$ cat config.mk
export PLATFORM = sky130hd
export DESIGN_NAME = onchip_mem_arbiter
export DESIGN_NICKNAME = d
export VERILOG_FILES = /design/src/rtl/onchip_mem_arbiter.sv
export SDC_FILE = /design/constraint.sdc
export NUM_CORES = 1
export LEC_CHECK = 0
export CORE_AREA = 4 4 101 103
export DETAILED_ROUTE_END_ITERATION = 8
export DIE_AREA = 0 0 105 107
export PLACE_DENSITY_LB_ADDON = 0.2
export SYNTH_ARGS = -nofsm -noshare
export SYNTH_HDL_FRONTEND = slang
export SYNTH_SLANG_ARGS = --single-unit
$ cat constraint.sdc
create_clock -name clk -period 3.8 [get_ports clk]
set_input_delay 0.76 -clock clk [delete_from_list [all_inputs] [get_ports clk]]
set_output_delay 0.76 -clock clk [all_outputs]
set_load 0.05 [all_outputs]
$ cat src/rtl/onchip_mem_arbiter.sv
// Two-port arbiter sharing one single-port on-chip RAM between the HDMI fetcher (port 0) and the CPU (port 1).
// Latency: the grant is combinational and the access completes in its grant cycle; read data returns 1 cycle later.
// Backpressure: the losing requester sees waitrequest; the RAM never stalls. Optional macro OCM_ARB_QOS_EN selects video priority with a starvation guard.
module onchip_mem_arbiter #(
  parameter int ADDR_W       = 17,
  parameter int DATA_W       = 32,
  parameter int STARVE_LIMIT = 16
) (
  input  logic                  clk,
  input  logic                  reset,
  // port 0: HDMI pixel fetcher
  input  logic [ADDR_W-1:0]     m0_address,
  input  logic                  m0_read,
  input  logic                  m0_write,
  input  logic [DATA_W/8-1:0]   m0_byteenable,
  input  logic [DATA_W-1:0]     m0_writedata,
  output logic                  m0_waitrequest,
  output logic [DATA_W-1:0]     m0_readdata,
  output logic                  m0_readdatavalid,
  // port 1: CPU data master
  input  logic [ADDR_W-1:0]     m1_address,
  input  logic                  m1_read,
  input  logic                  m1_write,
  input  logic [DATA_W/8-1:0]   m1_byteenable,
  input  logic [DATA_W-1:0]     m1_writedata,
  output logic                  m1_waitrequest,
  output logic [DATA_W-1:0]     m1_readdata,
  output logic                  m1_readdatavalid,
  // RAM s1 slave
  output logic [ADDR_W-1:0]     mem_address,
  output logic                  mem_chipselect,
  output logic                  mem_write,
  output logic [DATA_W/8-1:0]   mem_byteenable,
  output logic [DATA_W-1:0]     mem_writedata,
  output logic                  mem_clken,
  input  logic [DATA_W-1:0]     mem_readdata
);

  logic req0, req1;
  logic rd0, rd1;
  logic gnt0, gnt1;
  logic gnt_mem0, gnt_mem1;
  logic rd_pend_q, rd_pend_d;
  logic rd_owner_q, rd_owner_d;

  // A master asserting read and write together is treated as a write.
  assign req0 = m0_read | m0_write;
  assign req1 = m1_read | m1_write;
  assign rd0  = m0_read & ~m0_write;
  assign rd1  = m1_read & ~m1_write;

`ifdef OCM_ARB_QOS_EN
  localparam int CNT_W = $clog2(STARVE_LIMIT + 1);

  logic [CNT_W-1:0] starve_cnt_q, starve_cnt_d;
  logic             starved;

  // The CPU gets one beat once it has waited STARVE_LIMIT-1 contended cycles.
  assign starved = (starve_cnt_q == CNT_W'(STARVE_LIMIT - 1));

  // Video has strict priority except for the single starvation-relief beat.
  always_comb begin
    gnt0 = 1'b0;
    gnt1 = 1'b0;
    if (req0 && req1) begin
      gnt0 = ~starved;
      gnt1 = starved;
    end else begin
      gnt0 = req0;
      gnt1 = req1;
    end
  end

  // Count consecutive denied CPU cycles; clear when the CPU is served or idle.
  always_comb begin
    starve_cnt_d = starve_cnt_q;
    if (!req1 || gnt1) begin
      starve_cnt_d = '0;
    end else begin
      starve_cnt_d = starve_cnt_q + 1'b1;
    end
  end

  // Starvation counter register.
  always_ff @(posedge clk) begin
    if (reset) begin
      starve_cnt_q <= '0;
    end else begin
      starve_cnt_q <= starve_cnt_d;
    end
  end
`else
  logic last_grant_q, last_grant_d;

  // Round-robin: under contention the port that did not win last time is granted.
  always_comb begin
    gnt0 = 1'b0;
    gnt1 = 1'b0;
    if (req0 && req1) begin
      gnt0 = last_grant_q;
      gnt1 = ~last_grant_q;
    end else begin
      gnt0 = req0;
      gnt1 = req1;
    end
  end

  // Remember the winner of every granted cycle.
  always_comb begin
    last_grant_d = last_grant_q;
    if (gnt0) begin
      last_grant_d = 1'b0;
    end else if (gnt1) begin
      last_grant_d = 1'b1;
    end
  end

  // Last-grant register; resets to 1 so port 0 wins the first contention.
  always_ff @(posedge clk) begin
    if (reset) begin
      last_grant_q <= 1'b1;
    end else begin
      last_grant_q <= last_grant_d;
    end
  end
`endif

  // A starvation limit below 1 has no meaning; flag it at the first clock.
  if (STARVE_LIMIT < 1) begin : g_bad_starve_limit
    assert property (@(posedge clk) 1'b0);
  end

  assign m0_waitrequest = req0 & ~gnt0;
  assign m1_waitrequest = req1 & ~gnt1;

  // No RAM access may escape while reset is held.
  assign gnt_mem0 = gnt0 & ~reset;
  assign gnt_mem1 = gnt1 & ~reset;

  // Steer the granted port onto the RAM; idle cycles drive all zeros.
  always_comb begin
    mem_address    = '0;
    mem_chipselect = 1'b0;
    mem_write      = 1'b0;
    mem_byteenable = '0;
    mem_writedata  = '0;
    if (gnt_mem0) begin
      mem_address    = m0_address;
      mem_chipselect = 1'b1;
      mem_write      = m0_write;
      mem_byteenable = m0_write ? m0_byteenable : '1;
      mem_writedata  = m0_writedata;
    end else if (gnt_mem1) begin
      mem_address    = m1_address;
      mem_chipselect = 1'b1;
      mem_write      = m1_write;
      mem_byteenable = m1_write ? m1_byteenable : '1;
      mem_writedata  = m1_writedata;
    end
  end

  assign mem_clken = 1'b1;

  // Track which port owns the read data arriving next cycle.
  always_comb begin
    rd_pend_d  = (gnt0 & rd0) | (gnt1 & rd1);
    rd_owner_d = rd_owner_q;
    if (rd_pend_d) begin
      rd_owner_d = gnt1;
    end
  end

  // Read-return pipeline; a read granted under reset is dropped here.
  always_ff @(posedge clk) begin
    if (reset) begin
      rd_pend_q  <= 1'b0;
      rd_owner_q <= 1'b0;
    end else begin
      rd_pend_q  <= rd_pend_d;
      rd_owner_q <= rd_owner_d;
    end
  end

  assign m0_readdatavalid = rd_pend_q & ~rd_owner_q & ~reset;
  assign m1_readdatavalid = rd_pend_q &  rd_owner_q & ~reset;
  assign m0_readdata      = mem_readdata;
  assign m1_readdata      = mem_readdata;

  // Simultaneous read and write from one master is a protocol violation.
  assert property (@(posedge clk) disable iff (reset) !(m0_read && m0_write));
  assert property (@(posedge clk) disable iff (reset) !(m1_read && m1_write));

endmodule

## Yosys cells after proc, flatten, opt, wreduce, memory -nomap -nowiden

Index checks and enable logic that the tools add are counted.

- Logic and storage cells: 43
- Bits in registers: 3
- Input bits: 144
- Output and inout port bits: 124

- Multiplexer cells: 16
- Bitwise logic cells: 22
- Reduce and logical (&&, ||, !) cells: 2

Operators by type and width:

| cell | count |
|---|---|
| $mux 32 | 2 |
| $mux 17 | 2 |
| $mux 4 | 4 |
| $and 1x1->1 | 12 |
| $mux 1 | 8 |
| $not 1->1 | 7 |
| $or 1x1->1 | 3 |
| $reduce_bool 2->1 | 1 |
| $logic_and 1x1->1 | 1 |

## Logic depth before layout (Yosys ltp)

Gate-level depths: netlist (run 1).

- Word-level depth: 6
- Mapped depth: 6
- Depth with buffers taken out: 3

## Least setup slack after synthesis (run 1)

No wires, ideal clock.

- Path type: input-to-output
- Start point: input port reset
- End point: output port m0_readdatavalid
- Stages on the path: 2
- Buffers on the path: 1
- Arrival time: 2069 ps
- Slack: 971 ps
- Required time: 3040 ps
- Cell sequence: buf_2 nor3b_1

- Longest elaborated chain between the ends: 2

Ends and longest elaborated chain:

| what | line | RTL |
|---|---|---|
| start, declared | 10 | `input logic reset,` |
| $not 1->1 | 184 | `assign m0_readdatavalid = rd_pend_q & ~rd_owner_q & ~reset;` |
| $and 1x1->1 | 184 |  |
| end, declared | 19 | `output logic m0_readdatavalid,` |

Every way passes these cells.

## Worst setup path after layout (run 1)

- Start point: input port m1_write
- End point: output port mem_writedata[17]

- Longest elaborated chain between the ends: 6
- Elaborated cells on any way between the ends: 8
- Those cells by class: mux (4); bitwise (3); reduce/logical (1)

Ends and longest elaborated chain:

| what | line | RTL |
|---|---|---|
| start, declared | 23 | `input logic m1_write,` |
| $or 1x1->1 (*) | 48 | `assign req1 = m1_read \| m1_write;` |
| $logic_and 1x1->1 | 99 | `if (req0 && req1) begin` |
| $mux 1 | 99 |  |
| $and 1x1->1 | 138 | `assign gnt_mem1 = gnt1 & ~reset;` |
| $mux 32 | 153 | `end else if (gnt_mem1) begin` |
| $mux 32 (*) | 147 | `if (gnt_mem0) begin` |
| end, declared | 34 | `output logic [DATA_W-1:0] mem_writedata,` |

Every way passes the cells marked *; elsewhere a longest branch is shown, timed or not.

==> results.yml, run 1 <==
drt:
  drc_errors: 0
  wl_per_cell_um: 17.9
  routed_via_density: 4.16
  first_pass_iters: 4
  vias: 1580
  detail-route-antenna-nets: 0
  wirelength_um: 6810
  drtIter0Drc: 40
status:
  status: "complete, no violations"
timing:
  fin_ws_ps: 418
  clock_skew_ps: 1.10
  drv_slew: 0
  setup_viol: 0
  rsz0062_at_grt: "no"
  fin_crit_ps: 3380
  slew_headroom_pct: 64.9
  holdWs_ps: 560
  max_freq_mhz: 296
  fin_setup_tns_ps: 0
  fin_crit_sh_pct: 89.0
  worstMarginPinSlew_ps: 525
  hold_viol: 0
power:
  clkPwrFrac_pct: 11.1
  power_density_mw_per_mm2: 254
  internal-power_uw: 459
  p_comb_share_pct: 84.4
  cellLeakagePower_nw: 1.27
  switchingPower_uw: 355
  swShare_pct: 43.6
  pwr-share-seq_pct: 4.5
  vdd_drop_max_mv: 0.211
synthesis:
  yosysUniqueCellTypes: 24
  synth_top_family_by_area: "buffers and inverters"
  netlist_area_mm2: 0.00140
  synth_nets: 313
  yosys.area_share.simple_pct: 10.6
  avgSynthCellArea_um2: 8.28
  synth_mux_area_share_pct: 0.805
  synth_compound_area_share_pct: 37.9
  ys_ff_latch: 3
  synth_fa_ha_area_share_pct: 0
  syn_inst: 169
  synthXorXnorAreaFrac_pct: 0
  yosysSeqAreaShare_pct: 4.29
  yosys_warnings: 0
finish:
  drive_above_1_share_pct: 25.7
  regArea_um2: 60.1
  nets: 414
  multi_input_area_um2: 706
  fillers: 913
  synthToLayoutAreaGrowth_pct: 130
  n_antenna_cell: 0
global_routing:
  grt_pass1_vias: 1649
  grt_max_degree: 35
  grt_use_total_pct: 11.0
  antenna_found_initial: 0
  grt_pass1_wl_um: 9870
  grt-ovfl-total: 0
place:
  port_buffers: 170
  preCtsSetupSlack_ps: 419
  dp.final_hpwl_um: 5760
  gp_congestion: 0.745
clock_tree:
  cts_buffers: 3
  cts_resized: 0
  clock-root-buffer: "clkbuf_8"
  clkLatencyLatePin_ps: 210
  cts.sinks: 3
  cts_buffer_depth: 2
  cts.clk_slew.worst_paths_ps: 30
  cts_tree: "yes"
  hold_buffers: 0
  htree_levels: 1
  cts_setup_buffers: 0
run:
  maxCapViolCount: 0
die:
  rows: 35
  coreArea_mm2: 0.00920
  fp.dieArea_mm2: 0.0112
  ios: 268
  initial_core_util_pct: 15.2
  die_h_um: 107
  die_x_um: 105
critical_path:
  cp.required_ps: 3040
  cp_cell_sequence: "clkdlybuf4s50_1 -> o21bai_2 -> nor3b_4 -> buf_4 -> a22o_1 -> buf_12"
  crit_type: "in -> out"
  critPathTopFamily: "buffers and inverters"
  critPathBufInv: 3
  cp-start-kind: "input pin"
  arrival_ps: 2620
  endpoint_kind: "output port"
  slowest_stage: "clkdlybuf4s50_1"
  max_stage_delay_ps: 580
  path_max_fanout: 34
min_path:
  hp-class: "reg -> reg"
## path summary, 6_finish.rpt
check,slack [ps],depth (start not counted),endpoint,start
setup / recovery,420,6,mem_writedata[17],m1_write
hold / removal,560,2,last_grant_q,last_grant_q
setup reg to reg,2410,4,rd_owner_q,last_grant_q
hold reg to reg,560,2,last_grant_q,last_grant_q
## power by group through the flow
stage / logic (mW) / registers (mW) / clock network [mW]
after detailed placement: 0.693 / 0.0371 / 0
after CTS: 0.695 / 0.0367 / 0.0929
final: 0.687 / 0.0366 / 0.0907
after floorplan: 0.505 / 0.0364 / 0
after global routing: 0.711 / 0.0372 / 0.0977
after global placement: 0.690 / 0.0370 / 0
## area by class of cell
cell class,count,share of cell area (%)
Sequential cell,3,1.87
Tap cell,111,4.33
Clock buffer,4,1.40
Multi-Input combinational cell,87,22.0
Timing Repair Buffer,174,70.3
Inverter,1,0.117
## per-layer routing
metal | GRT usage (%) | part of all wire, % | up-vias
li1 | - | - | 754
met2 | 22.0 | 55 | 87
met4 | 2.16 | 1.2 | 0
met3 | 2.53 | 7.2 | 19
met5 | 0 | 0 | -
met1 | 11.7 | 36 | 720
## worst min-delay path: stages (launching register included)
cell,delay (ps)
dfxtp_1,330
nor2_1,110
a21oi_1,60
## through the flow
| step | cells | util, % | total power, mW | area [um^2] |
|---|---|---|---|---|
| after detailed placement | 376 | 34.4 | 0.730 | 3170 |
| after global placement | 376 | 34.4 | 0.727 | 3170 |
| final | 380 | 34.9 | 0.815 | 3210 |
| after floorplan | 169 | - | 0.541 | 1400 |
| after CTS | 380 | 34.9 | 0.825 | 3210 |
| after global routing | 380 | 34.9 | 0.846 | 3210 |
## kinds of logic after synthesis
group | after synthesis
AOI/OAI and AO/OA | 61
other | 1
and+or+nand+nor | 24
DFF | 3
muxes | 1
buffers and inverters | 79
## sequential cells by signal, summed over array words and instances, names as in the netlist
| register | count |
|---|---|
| rd_owner_q | 1 |
| last_grant_q | 1 |
| rd_pend_q | 1 |
## Yosys cell counts
cell	count	area, um^2
nor3_1	5	25.0
o21bai_2	2	22.5
conb_1	1	3.75
mux2_1	1	11.3
and3b_1	2	17.5
nand3b_1	1	7.51
nand2b_1	1	6.26
a22o_1	49	429
dfxtp_1	3	60.1
o21a_2	1	8.76
nor2_2	2	12.5
o22a_1	4	35.0
buf_6	2	22.5
nor3b_2	1	12.5
inv_1	1	3.75
buf_4	65	488
buf_12	5	100
nor3b_1	2	15.0
a21oi_1	3	15.0
a211oi_2	1	12.5
nor2_1	4	15.0
a21boi_0	1	7.51
nor2b_1	6	37.5
buf_2	6	30.0
## cell usage in the layout, fill, tap and decap left out, types with 3 or more instances in the layout
master,instances
a22o_1,49
dfxtp_1,3
nor2_1,4
nor3_1,5
a21oi_1,3
clkbuf_8,3
nor2b_1,6
o22a_1,4
buf_4,6
buf_12,53
clkdlybuf4s50_1,115
Power figures use the tool's default switching activity.
==> run 2, diff against run 1 <==
==> constraint.sdc (replaced) <==
create_clock -name clk -period 3.8 [get_ports clk]
set_input_delay 0.76 -clock clk [delete_from_list [all_inputs] [get_ports clk]]
set_output_delay 0.76 -clock clk [all_outputs]
set_load 0.1 [all_outputs]
==> results.yml, run 2 (synthesis gave the netlist of run 1 again) <==
drt:
  vias: 1535
  wirelength_um: 6780
  routed_via_density: 4.04
  first_pass_iters: 3
  drc_errors: 0
  drtIter0Drc: 39
  wl_per_cell_um: 17.8
  detail-route-antenna-nets: 0
clock_tree:
  clkLatencyLatePin_ps: 210
  cts_tree: "yes"
  cts_setup_buffers: 0
  htree_levels: 1
  clock-root-buffer: "clkbuf_8"
  cts.clk_slew.worst_paths_ps: 30
  hold_buffers: 0
  cts_buffer_depth: 2
  cts_buffers: 3
  cts.sinks: 3
  cts_resized: 0
timing:
  max_freq_mhz: 295
  clock_skew_ps: 2.16
  drv_slew: 0
  rsz0062_at_grt: "no"
  fin_crit_sh_pct: 89.1
  fin_crit_ps: 3390
  fin_ws_ps: 414
  hold_viol: 0
  setup_viol: 0
  fin_setup_tns_ps: 0
die:
  coreArea_mm2: 0.00920
  rows: 35
  ios: 268
  die_h_um: 107
  fp.dieArea_mm2: 0.0112
  die_x_um: 105
  initial_core_util_pct: 15.2
finish:
  drive_above_1_share_pct: 27.5
  top_regs: "last_grant_q (1), rd_owner_q (1), rd_pend_q (1)"
  final_common_cell: "clkdlybuf4s50_1"
  final_cell_mix: "clkdlybuf4s50_1 (111), buf_12 (54), a22o_1 (49), buf_4 (9), nor2b_1 (6)"
  nets: 414
  finish.utilization_pct: 35.0
  n_antenna_cell: 0
  fin_cells: 380
  synthToLayoutAreaGrowth_pct: 130
critical_path:
  path_max_fanout: 53
  critPathBufInv: 3
  rr_worst_depth: 4
  critPathTopFamily: "buffers and inverters"
  cp.depth: 6
  arrival_ps: 2630
  path_common_cell: "buf_12"
  cp.required_ps: 3040
  rr_startpoint: "last_grant_q"
  endpoint_kind: "output port"
  cp_cell_sequence: "clkdlybuf4s50_1 -> o21bai_2 -> nor3b_4 -> buf_12 -> a22o_1 -> buf_12"
  worstSetupStartpoint: "m1_write"
  slowest_stage: "clkdlybuf4s50_1"
  cp-start-kind: "input pin"
  crit_type: "in -> out"
  max_stage_delay_ps: 570
place:
  gp_congestion: 0.758
  port_buffers: 170
  preCtsSetupSlack_ps: 418
  dp.final_hpwl_um: 5650
  place_inst: 376
run:
  maxCapViolCount: 0
power:
  internal-power_uw: 463
  switchingPower_uw: 571
  power_density_mw_per_mm2: 322
  pwr-share-seq_pct: 3.6
  p_comb_share_pct: 87.7
  vdd_drop_max_mv: 0.188
  cellLeakagePower_nw: 1.28
  clkPwrFrac_pct: 8.8
  swShare_pct: 55.2
global_routing:
  met2_usage_pct: 20.9
  use_met1_pct: 11.8
  grt-busiest-layer: "met2"
  grt_use_total_pct: 10.8
  antenna_found_initial: 0
  grt-ovfl-total: 0
  grt_pass1_vias: 1598
  grt_max_degree: 54
  grt_pass1_wl_um: 9650
  grt_use_met3_pct: 2.59
min_path:
  hold_depth: 2
  hp-class: "reg -> reg"
  hold_start: "last_grant_q"
status:
  status: "complete, no violations"
-- run 2: cell count changes in the layout (fill, tap and decap cells not counted) --
cell and delta:
clkdlybuf4s50_1 -4, buf_4 +3, nor3b_1 -1, buf_12 +1, nor3b_2 +1
-- run 2: final timing paths --
check                                   endpoint  slack, ps
worst max-delay path            mem_writedata[0]        410
worst min-delay path                last_grant_q        560
worst max register to register        rd_owner_q       2420
worst min register to register      last_grant_q        560
-- run 2: final cells by class --
cell class / count / area (um^2)
flip-flops and latches: 3 / 60.1
inverters: 1 / 3.75
multi-input cells: 87 / 711
fillers: 905 / 5980
repair buffers: 174 / 2260
clock buffers: 4 / 45.0
well taps: 111 / 139
-- run 2: metal layers --
layer	wire length (um)	vias to the layer above
li1	-	755
met1	2500	688
met2	3670	77
met3	516	15
met4	83	0
met5	0	-
-- run 2: metrics by stage --
stage          cell area [um^2]  hold slack [ps]  total power [mW]
3_3_place_gp               3170              567             0.949
2_1_floorplan              1400              517             0.895
3_5_place_dp               3170              554             0.952
5_1_grt                    3220              578              1.07
4_1_cts                    3220              559              1.05
6_report                   3220              562              1.03
-- run 2: tightest hold or removal path, cell delays in order, from the launching register on --
cell     delay (ps)
dfxtp_1         330
nor2_1          110
a21oi_1          60
-- run 2: power by group through the flow --
stage	clock network [mW]	logic (mW)	registers, mW
final	0.0906	0.907	0.0368
after global routing	0.0987	0.931	0.0372
after CTS	0.0931	0.916	0.0368
after detailed placement	0	0.914	0.0372
after global placement	0	0.912	0.0371
after floorplan	0	0.859	0.0365
